$ cat src/rtl/deser_fifo.sv
`default_nettype none
// +--------------------------------------------------------------------------+
// | Module      : deser_fifo                                                 |
// | Description : Serial-to-parallel word assembler feeding a DEPTH-entry    |
// |               first-word-fall-through FIFO with backpressure, sticky     |
// |               drop flag and optional even parity (DESER_FIFO_PARITY_EN). |
// | Revision    : 1.0 - initial release                                      |
// +--------------------------------------------------------------------------+
module deser_fifo #(
    parameter int DATA_W    = 8,
    parameter int DEPTH     = 4,
    parameter bit MSB_FIRST = 1'b1
) (
    input  logic                       clock,
    input  logic                       reset,
    input  logic                       data_in,
    input  logic                       write_in,
    input  logic                       dequeue_in,
    output logic [DATA_W-1:0]          data_out,
    output logic                       data_valid_out,
    output logic [$clog2(DEPTH+1)-1:0] len_out,
    output logic                       full_out,
    output logic                       empty_out,
    output logic                       status_out,
    output logic                       overflow_out
`ifdef DESER_FIFO_PARITY_EN
    ,
    output logic                       parity_err_out
`endif
);

`ifdef DESER_FIFO_PARITY_EN
    localparam int c_NBITS = DATA_W + 1;
`else
    localparam int c_NBITS = DATA_W;
`endif
    localparam int c_CNT_W = $clog2(c_NBITS);
    localparam int c_LEN_W = $clog2(DEPTH + 1);
    localparam int c_PTR_W = $clog2(DEPTH);
    localparam logic [c_CNT_W-1:0] c_LAST_BIT = c_CNT_W'(c_NBITS - 1);
    localparam logic [c_LEN_W-1:0] c_DEPTH_L  = c_LEN_W'(DEPTH);
    localparam logic [c_PTR_W-1:0] c_LAST_PTR = c_PTR_W'(DEPTH - 1);

    typedef enum logic [0:0] {
        ASSEMBLE = 1'b0,
        HANDOFF  = 1'b1
    } state_t;

    state_t               state_q, state_d;
    logic [c_CNT_W-1:0]   bit_cnt_q, bit_cnt_d;
    logic [DATA_W-1:0]    shift_q, shift_d;
    logic [c_PTR_W-1:0]   head_q, head_d;
    logic [c_PTR_W-1:0]   tail_q, tail_d;
    logic [c_LEN_W-1:0]   len_q, len_d;
    logic                 overflow_q, overflow_d;
    logic [DATA_W-1:0]    mem_q [DEPTH];
    logic [DATA_W-1:0]    w_shifted;
    logic                 w_push;
    logic                 w_pop;
`ifdef DESER_FIFO_PARITY_EN
    logic                 par_bad_q, par_bad_d;
    logic                 parity_err_q, parity_err_d;
`endif

    always_comb begin
        state_d    = state_q;
        bit_cnt_d  = bit_cnt_q;
        shift_d    = shift_q;
        head_d     = head_q;
        tail_d     = tail_q;
        len_d      = len_q;
        w_push     = 1'b0;
        w_pop      = dequeue_in && (len_q != '0);
        overflow_d = overflow_q | (write_in & (state_q == HANDOFF));
`ifdef DESER_FIFO_PARITY_EN
        par_bad_d    = par_bad_q;
        parity_err_d = 1'b0;
`endif
        if (MSB_FIRST) begin
            w_shifted = {shift_q[DATA_W-2:0], data_in};
        end else begin
            w_shifted = {data_in, shift_q[DATA_W-1:1]};
        end

        case (state_q)
            ASSEMBLE: begin
                if (write_in) begin
                    bit_cnt_d = bit_cnt_q + 1'b1;
`ifdef DESER_FIFO_PARITY_EN
                    // The trailing parity bit is checked but never stored.
                    if (bit_cnt_q == c_LAST_BIT) begin
                        par_bad_d = (^shift_q) ^ data_in;
                    end else begin
                        shift_d = w_shifted;
                    end
`else
                    shift_d = w_shifted;
`endif
                    if (bit_cnt_q == c_LAST_BIT) begin
                        bit_cnt_d = '0;
                        state_d   = HANDOFF;
                    end
                end
            end
            HANDOFF: begin
`ifdef DESER_FIFO_PARITY_EN
                if (par_bad_q) begin
                    state_d      = ASSEMBLE;
                    parity_err_d = 1'b1;
                end else
`endif
                // A full FIFO still accepts the word if the head leaves this edge.
                if ((len_q != c_DEPTH_L) || dequeue_in) begin
                    w_push  = 1'b1;
                    state_d = ASSEMBLE;
                end
            end
            default: state_d = ASSEMBLE;
        endcase

        if (w_push) begin
            tail_d = (tail_q == c_LAST_PTR) ? '0 : tail_q + 1'b1;
        end
        if (w_pop) begin
            head_d = (head_q == c_LAST_PTR) ? '0 : head_q + 1'b1;
        end
        case ({w_push, w_pop})
            2'b10:   len_d = len_q + 1'b1;
            2'b01:   len_d = len_q - 1'b1;
            default: len_d = len_q;
        endcase
    end

    always_ff @(posedge clock or posedge reset) begin
        if (reset) begin
            state_q    <= ASSEMBLE;
            bit_cnt_q  <= '0;
            shift_q    <= '0;
            head_q     <= '0;
            tail_q     <= '0;
            len_q      <= '0;
            overflow_q <= 1'b0;
`ifdef DESER_FIFO_PARITY_EN
            par_bad_q    <= 1'b0;
            parity_err_q <= 1'b0;
`endif
        end else begin
            state_q    <= state_d;
            bit_cnt_q  <= bit_cnt_d;
            shift_q    <= shift_d;
            head_q     <= head_d;
            tail_q     <= tail_d;
            len_q      <= len_d;
            overflow_q <= overflow_d;
`ifdef DESER_FIFO_PARITY_EN
            par_bad_q    <= par_bad_d;
            parity_err_q <= parity_err_d;
`endif
        end
    end

    // Storage needs no reset: every read is gated by the occupancy count.
    always_ff @(posedge clock) begin
        if (w_push) begin
            mem_q[tail_q] <= shift_q;
        end
    end

    assign status_out     = (state_q == ASSEMBLE);
    assign data_valid_out = (len_q != '0);
    assign empty_out      = (len_q == '0);
    assign full_out       = (len_q == c_DEPTH_L);
    assign len_out        = len_q;
    assign overflow_out   = overflow_q;
    assign data_out       = (len_q == '0) ? '0 : mem_q[head_q];
`ifdef DESER_FIFO_PARITY_EN
    assign parity_err_out = parity_err_q;
`endif

endmodule
`default_nettype wire
$ cat config.mk
export PLATFORM = sky130hd
export DESIGN_NAME = deser_fifo
export DESIGN_NICKNAME = d
export VERILOG_FILES = /design/src/rtl/deser_fifo.sv
export SDC_FILE = /design/constraint.sdc
export NUM_CORES = 1
export LEC_CHECK = 0
export CORE_AREA = 2 2 67 69
export DETAILED_ROUTE_END_ITERATION = 6
export DIE_AREA = 0 0 69 71
export PLACE_DENSITY = 0.74
export SYNTH_ARGS = -nofsm -noshare
export SYNTH_HDL_FRONTEND = slang
export SYNTH_SLANG_ARGS = --single-unit
$ cat constraint.sdc
create_clock -name clock -period 2.8 [get_ports clock]
set_clock_uncertainty 0.2 [all_clocks]
set_input_delay 0.56 -clock clock [delete_from_list [all_inputs] [get_ports clock]]
set_output_delay 0.56 -clock clock [all_outputs]
set_load 0.1 [all_outputs]
Word level (Yosys, flattened, before mapping)
Memories as Yosys holds them, arrays and structs flattened.
Cells that the tools add are included.
{"block": "word_totals", "reg_bits": 20, "ramBits": 32, "in_bits": 5, "output_inout_bits": 16, "wordCells": 42, "n_memories": 1}
{"block": "classes", "addsub": 5, "n_eq_ne": 7, "n_mux": 13, "bitwise_logic": 3, "reduce_logical": 6}
{"name": "mem_q", "depth": 4, "width": 8, "rd": 1, "rd_ports_with_merged_regs": 0, "wr": 1, "line": "56", "rtl": "logic [DATA_W-1:0] mem_q [DEPTH];"}
{"op": "$mux W8", "n": 1}
{"op": "$mux W1", "n": 7}
{"op": "$add A3 B1 Y3 const B", "n": 2}
{"op": "$eq A2 B2 Y1 const B", "n": 3}
{"op": "$eq A3 B3 Y1 const B", "n": 2}
{"op": "$pmux W3 S2", "n": 1}
{"op": "$add A2 B1 Y2 const B", "n": 2}
{"op": "$mux W2", "n": 2}
{"op": "$logic_not A3 Y1", "n": 1}
{"op": "$mux W3", "n": 1}
{"op": "$ne A3 B3 Y1 const B", "n": 1}
{"op": "$reduce_bool A3 Y1", "n": 1}
{"op": "$sub A3 B1 Y3 const B", "n": 1}
{"op": "$eq A2 B1 Y1 const B", "n": 1}
{"op": "$pmux W1 S2", "n": 1}
{"op": "$reduce_and A2 Y1", "n": 1}
{"op": "$reduce_bool A2 Y1", "n": 1}
{"op": "$and A1 B1 Y1", "n": 1}
{"op": "$logic_and A1 B1 Y1", "n": 1}
{"op": "$logic_or A1 B1 Y1", "n": 1}
{"op": "$not A1 Y1", "n": 1}
{"op": "$or A1 B1 Y1", "n": 1}

Depth between registers and ports, before layout
{"block": "depth", "word_depth": 6, "depth_mapped": 10, "depth_no_buf": 9}

Least setup slack after synthesis
OpenSTA, ideal clock, no wires.
{"block": "synth_timing", "kind": "register to register", "startpoint": "register len_q[2] (netlist: len_out[2])", "endpoint": "register len_q[2] (netlist: len_out[2])", "setup_ns": 0.162, "t_arrival_ns": 3.619, "required_time_ns": 2.438, "slack_ns": -1.181, "path_stages_with_launch": 10, "n_path_buf": 0, "synth_period_minus_slack_ns": 3.981, "path_cell_list": "dfrtp_1 nor3b_2 a21oi_2 inv_2 ha_1 inv_1 fa_1 xor2_1 nor2_1 xor2_1"}
{"block": "synth_between", "elab_chain_cells": 6, "elab_cells_between_ends": 12, "cone_classes": "add/sub: 2; eq/ne: 3; mux: 3; reduce/logical: 4"}
{"item": "start: declaration", "line": "54", "rtl": "logic [c_LEN_W-1:0] len_q, len_d;"}
{"item": "start signal: assignment", "line": "153", "rtl": "len_q <= len_d;"}
{"item": "$ne A3 B3 Y1", "line": "113", "rtl": "if ((len_q != c_DEPTH_L) || dequeue_in) begin"}
{"item": "$logic_or A1 B1 Y1", "line": "113"}
{"item": "$mux W1", "line": "113"}
{"item": "$mux W1", "line": "85", "rtl": "case (state_q)"}
{"item": "$eq A2 B1 Y1 / $eq A2 B2 Y1 (equally long branches)", "line": "127", "rtl": "case ({w_push, w_pop})"}
{"item": "$pmux W3 S2 / $reduce_bool A2 Y1 (equally long branches)"}
Several ways; a longest one is shown, not always the timed one.
A chain may end at the register's enable or synchronous reset.

Worst setup path in the final report
{"block": "layout_timing", "startpoint": "register len_q[0] (netlist: len_out[0])", "endpoint": "output port data_out[5]"}
{"block": "layout_between", "elab_chain_cells": 2}
{"item": "$logic_not A3 Y1", "line": "175", "rtl": "assign data_out = (len_q == '0) ? '0 : mem_q[head_q];"}
{"item": "$mux W8", "line": "175"}
{"item": "end: declaration", "line": "19", "rtl": "output logic [DATA_W-1:0] data_out,"}
Every way passes these cells.

==> flow_summary.toml <==
[grt]
grt_start_max_net_pins = 21
gr-total-overflow = 0
grt_pass1_wl_mm = 5.46
track_usage_pct = 14.7
antenna_found_initial = 0
grt_pass1_vias = 1093

[cells_and_area]
count_of_nets_after_finishing = 163
drive_gt1_share_pct = 31.3
nFillCells = 292
final_area_um2 = 2680
synthesis_to_finish_area_growth_pct = 22.4
antenna_cells_inserted = 0

[critical_path]
r2r_slack_ns = 0.41
worst_r2r_endpoint = "len_out[1]$_DFFE_PP0P_"
worst_ep_required_time_ns = 2.04
timing.critical_path.fanout_max = 10
critical_path.endpoint_type = "primary output"
worstRegToRegCells = 7
cp_data_arrival_time_ns = 1.87
critical_path_class = "reg -> out"
setup.worst_path.start_class = "flip-flop"
crit-reg2reg-launch = "len_out[0]$_DFFE_PP0P_"

[clock_network]
cts_tree = "yes"
clk_pin_slew_worst_paths_ns = 0.09
cts_hold_buffers = 0
maximum_clock_insertion_buffer_count = 2
number_of_resized_instances_in_the_post_cts_repair_step = 1
tritoncts.num_buffers = 5
cts_max_level = 2
insertion_delay_ns = 0.30
clock_tree.root_cell = "clkbuf_8"
cts_num_sinks = 52
post-cts-setup-buffers = 0

[floorplan]
floorplan.die.height_um = 71
floorplan.core_area_um2 = 4200
fp.dieW_um = 69
design.die.area_um2 = 4900
initial_core_util_pct = 52.1
num_rows = 24
io_pins = 21

[detailed_routing]
via_per_instance_ratio = 5.39
drt_first_pass_iters = 4
drt-wirelength-per-cell_um = 16.5
detailedRoute.firstIterationViolations = 82
drc_violations_left = 0
route.vias.total = 1088
detail-route-antenna-nets = 0
totalWireLength_mm = 3.34

[yosys]
async_reset_ff_share_pct = 38.5
ys_ff_latch = 52
syn_avg_cell_area_um2 = 17.4
syn-cell-area_um2 = 2190
syn_nets = 140
yosysSeqAreaShare_pct = 66.7
ys_types = 26
synth_top_flop_cell = "edfxtp_1"
synth-edff-count = 32
synthesis.yosys.warnings = 0
post_synthesis_cells = 126

[flow_run]
drv.max_cap_violation_count = 0

[timing]
final_min_period_over_clock_period_pct = 93.8
worst_pin_slew_ns = 0.733
final_period_minus_worst_setup_slack_ns = 2.63
worst_slew_margin_rel_pct = 51.0
unrepaired_setup_endpoints_after_global_routing = "no"
timing.final.max_slew_violations = 0
final_number_of_hold_violating_endpoints = 0
fmax_mhz = 381
finalSetupViolations = 0

[placed_design]
place_congestion = 0.843
detailed_place.area_um2 = 2540
place.port_buffers = 20
sum_of_net_half_perimeters_after_detailed_placement_mm = 2.24

[min_path]
worstHoldPathCells = 1
min-delay-start = "overflow_out$_DFF_PP0_"
worst_hold_check_path_type = "reg -> reg"
min_delay_worst_endpoint = "overflow_out$_DFF_PP0_"

[outcome]
outcome = "finished, final reports clean"
-- cells by family (layout without fill, tap and decap cells) --
family	count (synthesis)	count (layout)	synth area share, %
compound gates	4	4	1.31
xor+xnor	3	3	1.20
fa+ha+maj	9	9	5.48
buf+inv	14	38	3.08
flops	52	52	66.7
mux	23	23	16.2
simple gates	21	21	6.00
-- routing by layer --
layer  vias up  global-route usage, %  routed length, um
met5         -                      0                  0
met2        16                   25.6               1780
li1        501                      -                  -
met3         5                   4.27                107
met1       566                   18.0               1400
met4         0                   4.58                 44
-- cells in the mapped netlist (2+ instances only) --
cell type | instances | area [um2]
edfxtp_1 | 32 | 961
dfrtp_1 | 20 | 500
and2_1 | 12 | 75.1
mux2_1 | 12 | 135
ha_1 | 8 | 100
mux4_2 | 8 | 180
inv_1 | 7 | 26.3
nor2_1 | 4 | 15.0
a21o_1 | 2 | 15.0
buf_2 | 2 | 10.0
inv_2 | 2 | 7.51
mux2_4 | 2 | 30.0
xor2_1 | 2 | 17.5
-- sequential cells by signal, summed over array words and instances (netlist names) --
name,cells
len_out,3
tail_q,2
overflow_out,1
state_q,1
head_q,2
shift_q,8
mem_q,32
bit_cnt_q,3
-- critical path, cell delays in order (launching register included) --
cell	delay [ns]
dfrtp_4	0.52
or3_1	0.60
and2_1	0.27
buf_12	0.17
-- layout by cell type, fill, tap and decap left out, drive strengths merged --
master and count:
a21o 2, a21oi 2, and2 12, buf 16
bufinv 2, clkbuf 5, clkdlybuf4s50 4, dfrtp 20
edfxtp 32, fa 1, ha 8, inv 11
mux2 14, mux2i 1, mux4 8, nand2b 1
nor2 5, nor3 1, nor3b 1, or3 1
xnor2 1, xor2 2
-- how the worst max path moves through the flow --
stage | start | endpoint | cells past startpoint
final | len_out[0]$_DFFE_PP0P_ | data_out[5] | 3
after CTS | len_out[0]$_DFFE_PP0P_ | data_out[5] | 3
after floorplan | len_out[2]$_DFFE_PP0P_ | len_out[2]$_DFFE_PP0P_ | 9
after global placement | dequeue_in | len_out[2]$_DFFE_PP0P_ | 9
after detailed placement | dequeue_in | len_out[2]$_DFFE_PP0P_ | 9
after global routing | len_out[0]$_DFFE_PP0P_ | data_out[0] | 3
-- metrics by stage --
step	hold WS [ns]	TNS (ns)	utilization [%]	instances	worst slack, ns
finish	0.275	0	63.8	202	0.174
global placement	0.241	0	60.5	194	0.337
detailed placement	0.256	0	60.5	194	0.264
global route	0.292	0	63.8	202	0.0972
CTS	0.281	0	63.8	202	0.159
floorplan	0.268	-0.298	-	126	-0.207
-- layout make-up --
cell class              count  area (um2)  share of cell area, %
clock buffers               5        68.8                   2.57
well taps                  52        65.1                   2.43
inverters                  10        42.5                   1.59
multi-input cells          60         691                   25.7
flip-flops and latches     52        1470                   54.9
clock inverters             3        68.8                   2.57
repair buffers             20         273                   10.2
Power is left out: the tool's default activity adds up to more than one toggle a clock period on the data nets, which glitch-free logic cannot reach.
